### config.mk
export PLATFORM = sky130hd
export DESIGN_NAME = i2s_dac_serializer
export DESIGN_NICKNAME = d
export VERILOG_FILES = /design/src/rtl/audio_pkg.sv /design/src/rtl/stereo_sample_fifo.sv /design/src/rtl/i2s_dac_serializer.sv
export SDC_FILE = /design/constraint.sdc
export NUM_CORES = 1
export LEC_CHECK = 0
export CORE_AREA = 2 2 150 189
export DETAILED_ROUTE_END_ITERATION = 6
export DIE_AREA = 0 0 152 191
export PLACE_DENSITY = 0.67
export SLEW_MARGIN = 20
export SYNTH_ARGS = -nofsm -noshare
export SYNTH_HDL_FRONTEND = slang
export SYNTH_SLANG_ARGS = --single-unit
### constraint.sdc
create_clock -name clk_clk -period 4 [get_ports clk_clk]
set_clock_uncertainty 0.1 [all_clocks]
set_input_delay 0.8 -clock clk_clk [delete_from_list [all_inputs] [get_ports clk_clk]]
set_output_delay 0.8 -clock clk_clk [all_outputs]
set_load 0.01 [all_outputs]
### src/rtl/audio_pkg.sv
// audio_pkg: shared types and constants for the I2S DAC path.
// Holds the serializer state encoding and a saturating increment helper.
package audio_pkg;

  typedef enum logic [1:0] {
    IDLE  = 2'd0,
    ARMED = 2'd1,
    SHIFT = 2'd2,
    PAD   = 2'd3
  } i2s_state_t;

  localparam int SYNC_STAGES = 2;
  localparam int UNDERFLOW_W = 16;

  function automatic logic [UNDERFLOW_W-1:0] sat_inc(
    input logic [UNDERFLOW_W-1:0] v
  );
    return (&v) ? v : v + 1'b1;
  endfunction

endpackage

### src/rtl/stereo_sample_fifo.sv
// stereo_sample_fifo: synchronous FIFO of packed {left,right} frames.
// Ports: clk/rst_n, push+wdata, pop+rdata (show-ahead), full, empty, level.
module stereo_sample_fifo #(
  parameter int WIDTH = 48,
  parameter int DEPTH = 4
) (
  input  logic                   clk,
  input  logic                   rst_n,
  input  logic                   push,
  input  logic [WIDTH-1:0]       wdata,
  input  logic                   pop,
  output logic [WIDTH-1:0]       rdata,
  output logic                   full,
  output logic                   empty,
  output logic [$clog2(DEPTH):0] level
);

  localparam int AW = $clog2(DEPTH);
  localparam logic [AW:0] LVL_FULL = (AW+1)'(DEPTH);

  logic [AW-1:0] wptr_q, wptr_d;
  logic [AW-1:0] rptr_q, rptr_d;
  logic [AW:0]   level_q, level_d;
  logic [WIDTH-1:0] mem_q [DEPTH];
  logic do_push, do_pop;

  assign full  = (level_q == LVL_FULL);
  assign empty = (level_q == '0);
  assign level = level_q;
  assign rdata = mem_q[rptr_q];

  assign do_push = push & ~full;
  assign do_pop  = pop & ~empty;

  // Pointers wrap naturally because DEPTH is a power of two.
  always_comb begin
    wptr_d  = wptr_q;
    rptr_d  = rptr_q;
    level_d = level_q;
    if (do_push) wptr_d = wptr_q + 1'b1;
    if (do_pop)  rptr_d = rptr_q + 1'b1;
    unique case ({do_push, do_pop})
      2'b10:   level_d = level_q + 1'b1;
      2'b01:   level_d = level_q - 1'b1;
      default: level_d = level_q;
    endcase
  end

  always_ff @(posedge clk or negedge rst_n) begin
    if (!rst_n) begin
      wptr_q  <= '0;
      rptr_q  <= '0;
      level_q <= '0;
    end else begin
      wptr_q  <= wptr_d;
      rptr_q  <= rptr_d;
      level_q <= level_d;
    end
  end

  always_ff @(posedge clk) begin
    if (do_push) mem_q[wptr_q] <= wdata;
  end

endmodule

### src/rtl/i2s_dac_serializer.sv
// i2s_dac_serializer: frame FIFO + I2S slave serializer driving DACDAT.
// Ports: clk_clk/reset_reset_n, in_left/in_right/in_valid/in_ready,
// audio_BCLK/audio_DACLRCK (codec-driven), audio_DACDAT, fifo_level,
// underflow_count (saturating count of left slots played as silence).
module i2s_dac_serializer
  import audio_pkg::*;
#(
  parameter int DATA_W     = 24,
  parameter int FIFO_DEPTH = 4
) (
  input  logic                        clk_clk,
  input  logic                        reset_reset_n,
  input  logic [DATA_W-1:0]           in_left,
  input  logic [DATA_W-1:0]           in_right,
  input  logic                        in_valid,
  output logic                        in_ready,
  input  logic                        audio_BCLK,
  input  logic                        audio_DACLRCK,
  output logic                        audio_DACDAT,
  output logic [$clog2(FIFO_DEPTH):0] fifo_level,
  output logic [UNDERFLOW_W-1:0]      underflow_count
);

  localparam int CNT_W = $clog2(DATA_W);
  localparam logic [CNT_W-1:0] BIT_LAST = CNT_W'(DATA_W - 1);

  logic [SYNC_STAGES-1:0] bclk_sync_q, bclk_sync_d;
  logic [SYNC_STAGES-1:0] lrck_sync_q, lrck_sync_d;
  logic bclk_hist_q, bclk_hist_d;
  logic bclk_s, lrck_s, bclk_fall;

  i2s_state_t state_q, state_d;
  logic [DATA_W-1:0] shreg_q, shreg_d;
  logic [DATA_W-1:0] right_hold_q, right_hold_d;
  logic [CNT_W-1:0]  bit_cnt_q, bit_cnt_d;
  logic              lr_q, lr_d;
  logic              dacdat_q, dacdat_d;
  logic [UNDERFLOW_W-1:0] underflow_q, underflow_d;

  logic fifo_push, fifo_pop, fifo_full, fifo_empty;
  logic [2*DATA_W-1:0] fifo_rdata;
  logic lr_chg, slot_right, left_pop, left_dry;

  stereo_sample_fifo #(
    .WIDTH (2*DATA_W),
    .DEPTH (FIFO_DEPTH)
  ) u_fifo (
    .clk   (clk_clk),
    .rst_n (reset_reset_n),
    .push  (fifo_push),
    .wdata ({in_left, in_right}),
    .pop   (fifo_pop),
    .rdata (fifo_rdata),
    .full  (fifo_full),
    .empty (fifo_empty),
    .level (fifo_level)
  );

  assign in_ready        = ~fifo_full;
  assign fifo_push       = in_valid & in_ready;
  assign audio_DACDAT    = dacdat_q;
  assign underflow_count = underflow_q;

  assign bclk_s    = bclk_sync_q[SYNC_STAGES-1];
  assign lrck_s    = lrck_sync_q[SYNC_STAGES-1];
  assign bclk_fall = bclk_hist_q & ~bclk_s;

  // LRCK and BCLK share the same sync depth, so at the detected fall
  // lrck_s already shows the value the codec launched on that edge.
  assign lr_chg     = bclk_fall & (lrck_s != lr_q);
  assign slot_right = lrck_s;
  assign left_pop   = ~lrck_s & ~fifo_empty;
  assign left_dry   = ~lrck_s & fifo_empty;

  always_comb begin
    bclk_sync_d  = {bclk_sync_q[SYNC_STAGES-2:0], audio_BCLK};
    lrck_sync_d  = {lrck_sync_q[SYNC_STAGES-2:0], audio_DACLRCK};
    bclk_hist_d  = bclk_s;
    state_d      = state_q;
    shreg_d      = shreg_q;
    right_hold_d = right_hold_q;
    bit_cnt_d    = bit_cnt_q;
    lr_d         = lr_q;
    dacdat_d     = dacdat_q;
    underflow_d  = underflow_q;
    fifo_pop     = 1'b0;

    if (bclk_fall) begin
      lr_d     = lrck_s;
      // On a slot-change fall still in SHIFT this emits the in-flight
      // bit, which is the I2S LSB slot of the word just ending.
      dacdat_d = (state_q == SHIFT) & shreg_q[DATA_W-1];

      unique case (state_q)
        IDLE: begin
          if (lr_q & ~lrck_s) state_d = ARMED;
        end
        SHIFT: begin
          shreg_d   = shreg_q << 1;
          bit_cnt_d = bit_cnt_q + 1'b1;
          if (bit_cnt_q == BIT_LAST) state_d = PAD;
        end
        default: ;
      endcase

      // Slot boundary: also aborts a short frame mid-word.
      if ((state_q != IDLE) && lr_chg) begin
        state_d   = SHIFT;
        bit_cnt_d = '0;
        unique case (1'b1)
          slot_right: begin
            shreg_d = right_hold_q;
          end
          left_pop: begin
            fifo_pop     = 1'b1;
            shreg_d      = fifo_rdata[2*DATA_W-1:DATA_W];
            right_hold_d = fifo_rdata[DATA_W-1:0];
          end
          left_dry: begin
            shreg_d      = '0;
            right_hold_d = '0;
            underflow_d  = sat_inc(underflow_q);
          end
          default: ;
        endcase
      end
    end
  end

  always_ff @(posedge clk_clk or negedge reset_reset_n) begin
    if (!reset_reset_n) begin
      bclk_sync_q  <= '0;
      lrck_sync_q  <= '0;
      bclk_hist_q  <= 1'b0;
      state_q      <= IDLE;
      shreg_q      <= '0;
      right_hold_q <= '0;
      bit_cnt_q    <= '0;
      lr_q         <= 1'b0;
      dacdat_q     <= 1'b0;
      underflow_q  <= '0;
    end else begin
      bclk_sync_q  <= bclk_sync_d;
      lrck_sync_q  <= lrck_sync_d;
      bclk_hist_q  <= bclk_hist_d;
      state_q      <= state_d;
      shreg_q      <= shreg_d;
      right_hold_q <= right_hold_d;
      bit_cnt_q    <= bit_cnt_d;
      lr_q         <= lr_d;
      dacdat_q     <= dacdat_d;
      underflow_q  <= underflow_d;
    end
  end

endmodule

==> flow_summary.ini, run 1 <==
[pwr]
ir_drop_uv = 341
power_mw = 8.42
switching_share_pct = 27.8
p_seq_share_pct = 50.5
cellPowerDensity_nw_per_um2 = 660
cellLeakagePower_nw = 4.56
power.share.clock_pct = 27.4
p_sw_mw = 2.34
internal_power_mw = 6.07
p_comb_share_pct = 22.1

[logic_synthesis]
ys_ff_latch = 277
synthArstFlopShare_pct = 30.7
synth_nets = 649
synth_cell_types = 44
synth_warnings = 0
synthCells = 587
yosysSeqAreaShare_pct = 73.2
synth_ff_type = edfxtp_1
synth_area_sq_um = 10800
syn_avg_cell_area_sq_um = 18.4
synth_edf_count = 192

[setup_path]
criticalPathCategory = reg -> reg
cp-end-kind = flip-flop
crit_fanout = 6
required_ps = 4360
worst_ep_arrival_time_ps = 3090
cp-start-kind = flip-flop

[timing]
setup_viol = 0
slew_headroom_pct = 34.4
finalCriticalPeriod_ps = 2730
finalSetupTns_ps = 0
drv_slew = 0
hold_ws_ps = 257
worst_slack_ps = 1270
rsz0062_at_grt = false
fmax_ghz = 0.366
worstMarginPinSlew_ps = 983
hold_viol = 0
fin_crit_sh_pct = 68.4

[global_route]
grt_max_degree = 73
grt_pass1_wl_um = 34000
track_usage_pct = 14.7
grt_overflow_total = 0
antenna_found_initial = 0
grt_pass1_vias = 6146

[placed_design]
dp_cells = 988
dp_slack_ps = 1270
dp_hpwl_um = 12300
portBuffers = 73
gp_congestion = 0.779
placedInstanceArea_sq_um = 11900

[layout]
diodes = 0
final_common_cell = edfxtp_1
fin_area_sq_um = 12800
layout_common_cells = edfxtp_1 (192), dfrtp_1 (83), clkdlybuf4s50_1 (72), mux4_2 (48), a22oi_1 (46)
instances_no_fill = 1039
final_nets = 730
fill_cells = 2253
fin_util_pct = 46.7
drive_gt1_share_pct = 17.7
synthToLayoutAreaGrowth_pct = 18.3

[die]
core_sq_um = 27300
fp-row-count = 68
die_h_um = 191
dieArea_sq_um = 29000
die_w_um = 152
start_util_pct = 39.5
io_pins = 74

[detailed_routing]
ant_nets = 0
first_pass_iters = 4
drc = 0
drtIter0Drc = 401
wl_per_cell_um = 20.2
dr_total_vias = 5607
vias_per_cell = 5.40
finalWirelength_um = 21000

[clock_network]
tritoncts = done
ctsResizeCount = 0
postCtsSetupBuffers = 0
cts.sinks = 277
clockBufferDepth = 3
root_buffer = clkbuf_16
cts.htree.levels = 1
cts_buffers = 27
clk_latency_ps = 530
ctsHoldBuffers = 0
clk_pin_slew_ps = 60

[flow_run]
maxCapViolations = 0

[run_status]
status = finished, final reports clean

[min_path]
worstHoldPathType = reg -> reg
==> area by class of cell <==
class	count	area [sq um]	area share [%]
Inverter	9	33.8	0.265
Sequential cell	277	7900	61.9
Tap cell	350	438	3.43
Multi-Input combinational cell	268	2700	21.2
Clock inverter	15	88.8	0.696
Clock buffer	35	716	5.61
Timing Repair Buffer	85	881	6.90
==> worst max-delay path: stages (launching register included) <==
cell	delay, ps
dfrtp_1	350
inv_1	70
ha_1	370
or3b_4	430
nor4_4	290
ha_1	220
inv_1	60
fa_1	370
xor2_1	150
nor2_1	110
xor2_1	150
==> cell families after synthesis <==
| family | synth area share (%) |
|---|---|
| xor+xnor | 2.02 |
| simple gates | 4.27 |
| mux | 10.2 |
| compound gates | 7.33 |
| flops | 73.2 |
| fa+ha+maj | 1.11 |
| buf+inv | 1.86 |
==> per-layer routing <==
layer	vias up	global-route usage, %	wire [um]
li1	2524	-	-
met1	2915	18.5	8810
met2	140	26.5	11000
met3	28	2.43	863
met4	0	4.03	350
met5	-	0	0
==> registers in the layout, indices dropped and copies added, names as in the netlist <==
name and cells:
u_fifo.wptr_q 2, right_hold_q 24, audio_DACDAT 1, state_q 2, bclk_hist_q 1, u_fifo.mem_q 192
u_fifo.level 3, lr_q 1, lrck_sync_q 2, u_fifo.rptr_q 2, bit_cnt_q 5, underflow_count 16
shreg_q 24, bclk_sync_q 2
==> final timing paths <==
path	end	slack (ps)	cells after the start	startpoint
min	lrck_sync_q[1]	260	0	lrck_sync_q[0]
min in group asynchronous	underflow_count[7]	300	1	reset_reset_n
max reg2reg	u_fifo.level[2]	1270	10	lrck_sync_q[1]
max in group asynchronous	underflow_count[14]	2740	2	reset_reset_n
min reg2reg	lrck_sync_q[1]	260	0	lrck_sync_q[0]
max	u_fifo.level[2]	1270	10	lrck_sync_q[1]
==> synth_stat cells (5+ instances only) <==
| cell | n | area [sq um] |
|---|---|---|
| edfxtp_1 | 192 | 5770 |
| dfrtp_1 | 85 | 2130 |
| mux4_2 | 48 | 1080 |
| a22oi_1 | 46 | 345 |
| o21ai_0 | 26 | 130 |
| a22o_1 | 24 | 210 |
| clkbuf_1 | 18 | 67.6 |
| nand2_1 | 18 | 67.6 |
| xor2_1 | 18 | 158 |
| nand3_1 | 13 | 65.1 |
| buf_2 | 10 | 50.1 |
| inv_1 | 9 | 33.8 |
| a211oi_1 | 8 | 60.1 |
| ha_1 | 8 | 100 |
| nor2_1 | 7 | 26.3 |
| and3_1 | 6 | 37.5 |
| nor4_1 | 6 | 37.5 |
| xnor2_1 | 5 | 43.8 |
==> power by group through the flow <==
| stage | Sequential (mW) | Clock, mW | Combinational, mW |
|---|---|---|---|
| 6_report | 4.25 | 2.31 | 1.86 |
| 3_3_place_gp | 4.34 | 0 | 1.77 |
| 5_1_grt | 4.34 | 2.48 | 2.04 |
| 3_5_place_dp | 4.38 | 0 | 1.80 |
| 4_1_cts | 4.33 | 2.36 | 1.80 |
| 2_1_floorplan | 4.09 | 0 | 1.45 |
Note: power is estimated with default switching activity, not from simulation.
==> run 2, diff against run 1 <==
==> constraint.sdc (replaced) <==
create_clock -name clk_clk -period 2.8 [get_ports clk_clk]
set_clock_uncertainty 0.1 [all_clocks]
set_input_delay 0.56 -clock clk_clk [delete_from_list [all_inputs] [get_ports clk_clk]]
set_output_delay 0.56 -clock clk_clk [all_outputs]
set_load 0.01 [all_outputs]
==> flow_summary.ini, run 2 (same netlist as run 1, synthesis figures left out) <==
[layout]
instances_no_fill = 1042
fill_cells = 2246
diodes = 0
drive_gt1_share_pct = 17.6
final_nets = 735
final_common_cell = edfxtp_1
largest_register_ff_count = 192
top_regs = u_fifo.mem_q: 192 flops, right_hold_q: 24 flops, shreg_q: 24 flops
fin_area_sq_um = 12900
synthToLayoutAreaGrowth_pct = 19.3
regMostFlops = u_fifo.mem_q
layout_common_cells = edfxtp_1 (192), dfrtp_1 (83), clkdlybuf4s50_1 (72), mux4_2 (48), a22oi_1 (46)

[setup_path]
critical-path-max-stage-delay_ps = 430
crit_chain = inv_4, ha_4, or3b_4, nor4_4, ha_4, inv_2, fa_2, xor2_1, nor2_1, xor2_1
required_ps = 3140
criticalPathCategory = reg -> reg
crit_fanout = 6
worst_ep_arrival_time_ps = 2960
cp_slowest_cell = or3b_4
cp-end-kind = flip-flop
cp-start-kind = flip-flop

[global_route]
grt_pass1_vias = 6040
met1_usage_pct = 17.4
grt_overflow_total = 0
groute.layer.met3.usage_pct = 2.65
antenna_found_initial = 0
use_met2_pct = 26.9
grt_max_degree = 51
top_usage_layer = met2
track_usage_pct = 14.5
grt_pass1_wl_um = 33500

[detailed_routing]
vias_per_cell = 5.43
finalWirelength_um = 20800
drtIter0Drc = 366
dr_total_vias = 5661
drc = 0
ant_nets = 0
first_pass_iters = 4
wl_per_cell_um = 20.0

[clock_network]
root_buffer = clkbuf_16
clk_latency_ps = 520
cts.sinks = 277
tritoncts = done
cts_buffers = 26
cts.htree.levels = 1
clockBufferDepth = 3
ctsResizeCount = 0
clk_pin_slew_ps = 70

[die]
dieArea_sq_um = 29000
die_w_um = 152
die_h_um = 191
start_util_pct = 39.5
fp-row-count = 68
io_pins = 74
core_sq_um = 27300

[timing]
hold_viol = 0
fin_crit_sh_pct = 93.6
worstMarginPinSlew_ps = 944
fmax_ghz = 0.382
rsz0062_at_grt = false
drv_slew = 0
setup_viol = 0
hold_ws_ps = 266
finalCriticalPeriod_ps = 2620
slew_headroom_pct = 37.0

[placed_design]
gp_congestion = 0.786
dp_cells = 994
portBuffers = 73
dp_hpwl_um = 13100
placedInstanceArea_sq_um = 12100

[pwr]
power_mw = 12.1
cellLeakagePower_nw = 4.60
ir_drop_uv = 429
cellPowerDensity_nw_per_um2 = 939

[run_status]
status = finished, final reports clean

[flow_run]
maxCapViolations = 0

[min_path]
worstHoldPathType = reg -> reg
run 2: cell types whose count changed in the layout (fill, tap and decap cells not counted), moves of 2 or more:
cell,delta
ha_4,+2
clkinvlp_4,-3
ha_1,-2
inv_1,-2
clkbuf_1,-2
clkinv_1,+8
clkinv_2,-6
buf_12,+4
inv_6,-2
run 2: where the power goes:
group | switching, mW | internal (mW)
registers | 0.459 | 5.46
logic | 1.44 | 1.48
clock network | 1.40 | 1.84
total | 3.31 | 8.77
run 2: worst paths after layout:
kind | slack [ps] | end | cells past startpoint | startpoint
max | 180 | u_fifo.level[2] | 10 | lrck_sync_q[1]
min | 270 | bclk_sync_q[1] | 0 | bclk_sync_q[0]
max reg2reg | 180 | u_fifo.level[2] | 10 | lrck_sync_q[1]
min reg2reg | 270 | bclk_sync_q[1] | 0 | bclk_sync_q[0]
max in group asynchronous | 1480 | underflow_count[10] | 3 | reset_reset_n
min in group asynchronous | 490 | underflow_count[7] | 2 | reset_reset_n
run 2: layout make-up:
type                            count  area (sq um)  share of cell area [%]
Sequential cell                   277          7900                    61.4
Inverter                            9          36.3                   0.282
Tap cell                          350           438                    3.40
Multi-Input combinational cell    268          2730                    21.2
Clock buffer                       32           694                    5.40
Clock inverter                     15          92.6                   0.719
Timing Repair Buffer               91           978                    7.60
run 2: what timing repair did:
action | in CTS | in global routing
hold buffers | 1 | 0
endpoints found under the hold margin | 43 | 0
setup endpoints to repair | 0 | 0
buffers inserted | 0 | 0
run 2: metrics by stage:
stage	worst slack, ps	utilization [%]	TNS, ps
after global placement	205	44.2	0
after global routing	60.9	47.1	0
after detailed placement	188	44.2	0
final	179	47.1	0
after CTS	172	47.1	0
after floorplan	-141	-	-161
run 2: worst max-delay path, delay by kind of cell (launching register included):
kind                     cells  cell delay [ps]
XOR/XNOR                     2              300
adder cells (fa/ha/maj)      3              730
buffers and inverters        2              110
flip-flops                   1              410
AND/OR/NAND/NOR              3              910
run 2: per-layer routing:
metal / wire, um / share of wire (%) / up-vias
met2: 11100 / 54 / 138
met1: 8330 / 40 / 2946
met4: 396 / 1.9 / 0
li1: - / - / 2537
met5: 0 / 0 / -
met3: 934 / 4.5 / 40
==> run 3, diff against run 2 <==
--- a/config.mk
+++ b/config.mk
@@ -8,6 +8,7 @@
 export CORE_AREA = 2 2 150 189
 export DETAILED_ROUTE_END_ITERATION = 6
 export DIE_AREA = 0 0 152 191
+export MAX_ROUTING_LAYER = met4
 export PLACE_DENSITY = 0.67
 export SLEW_MARGIN = 20
 export SYNTH_ARGS = -nofsm -noshare
==> flow_summary.ini, run 3 (same netlist as run 1, synthesis figures left out) <==
[timing]
hold_ws_ps = 266
worstMarginPinSlew_ps = 960
finalCriticalPeriod_ps = 2620
rsz0062_at_grt = false
fmax_ghz = 0.382
worst_slack_ps = 183
drv_slew = 0
fin_crit_sh_pct = 93.4
setup_viol = 0
slew_headroom_pct = 36.0
hold_viol = 0

[clock_network]
clockBufferDepth = 3
root_buffer = clkbuf_16
cts.htree.levels = 1
ctsResizeCount = 0
cts_buffers = 26
cts.sinks = 277
clk_pin_slew_ps = 70
clk_latency_ps = 520
tritoncts = done

[pwr]
cellPowerDensity_nw_per_um2 = 939
ir_drop_uv = 429
cellLeakagePower_nw = 4.60
power_mw = 12.1

[detailed_routing]
first_pass_iters = 4
finalWirelength_um = 20800
vias_per_cell = 5.42
ant_nets = 0
dr_total_vias = 5644
drtIter0Drc = 322
wl_per_cell_um = 20.0
drc = 0

[global_route]
grt_overflow_total = 0
grt_pass1_vias = 6042
track_usage_pct = 14.9
grt_pass1_wl_um = 33500
antenna_found_initial = 0
grt_max_degree = 51

[placed_design]
gp_congestion = 0.798
placedInstanceArea_sq_um = 12100
portBuffers = 73
dp_hpwl_um = 13100
dp_slack_ps = 188

[layout]
synthToLayoutAreaGrowth_pct = 19.3
regMostFlops = u_fifo.mem_q
drive_gt1_share_pct = 17.6
final_common_cell = edfxtp_1
fin_area_sq_um = 12900
largest_register_ff_count = 192
final_nets = 735
top_regs = u_fifo.mem_q: 192 flops, right_hold_q: 24 flops, shreg_q: 24 flops
fin_util_pct = 47.1
diodes = 0
layout_common_cells = edfxtp_1 (192), dfrtp_1 (83), clkdlybuf4s50_1 (72), mux4_2 (48), a22oi_1 (46)

[setup_path]
cp-start-kind = flip-flop
criticalPathCategory = reg -> reg
crit_fanout = 6
worst_ep_arrival_time_ps = 2960
required_ps = 3140
cp-end-kind = flip-flop

[min_path]
worstHoldPathType = reg -> reg

[die]
fp-row-count = 68
die_h_um = 191
core_sq_um = 27300
start_util_pct = 39.5
dieArea_sq_um = 29000
io_pins = 74
die_w_um = 152

[run_status]
status = finished, final reports clean

[flow_run]
maxCapViolations = 0
-- run 3: cell counts in the layout (fill, tap and decap cells not counted) --
No cell type changed its count.
-- run 3: worst max-delay path, stage by stage, from the launching register on --
cell and delay, ps:
dfrtp_1 410, inv_4 80, ha_4 220, or3b_4 430
nor4_4 350, ha_4 190, inv_2 30, fa_2 320
xor2_1 150, nor2_1 130, xor2_1 150
-- run 3: where the power goes --
| group | internal (mW) | switching (mW) | total [mW] |
|---|---|---|---|
| sequential | 5.46 | 0.461 | 5.92 |
| clock | 1.84 | 1.40 | 3.24 |
| combinational | 1.48 | 1.44 | 2.92 |
| total | 8.77 | 3.31 | 12.1 |
-- run 3: stage by stage --
step,cells,TNS (ps)
floorplan,587,-161
global placement,994,0
detailed placement,994,0
CTS,1042,0
global route,1042,0
finish,1042,0
-- run 3: metal layers --
layer / wire length [um] / track usage [%] / vias to the layer above
li1: - / - / 2534
met1: 8250 / 17.4 / 2937
met2: 11200 / 27.0 / 133
met3: 989 / 2.56 / 40
met4: 362 / 3.77 / 0
met5: 0 / - / -
-- run 3: layout make-up --
cell class / count / area [sq um]
sequential: 277 / 7900
fill: 2246 / 14400
tap: 350 / 438
inverter: 9 / 36.3
clock inverter: 15 / 92.6
multi-input combinational: 268 / 2730
clock buffer: 32 / 694
timing repair buffer: 91 / 978
-- run 3: repair_timing --
action	4_1_cts	5_1_grt
hold buffers	1	0
endpoints found under the hold margin	43	0
setup buffers	0	0
endpoints found under the setup margin	0	0
-- run 3: final timing paths --
kind,from,endpoint,slack [ps],cells after the start
setup / recovery,lrck_sync_q[1],u_fifo.level[2],180,10
hold reg to reg,bclk_sync_q[0],bclk_sync_q[1],270,0
min in group asynchronous,reset_reset_n,underflow_count[7],490,2
hold / removal,bclk_sync_q[0],bclk_sync_q[1],270,0
setup reg to reg,lrck_sync_q[1],u_fifo.level[2],180,10
max in group asynchronous,reset_reset_n,underflow_count[10],1480,3
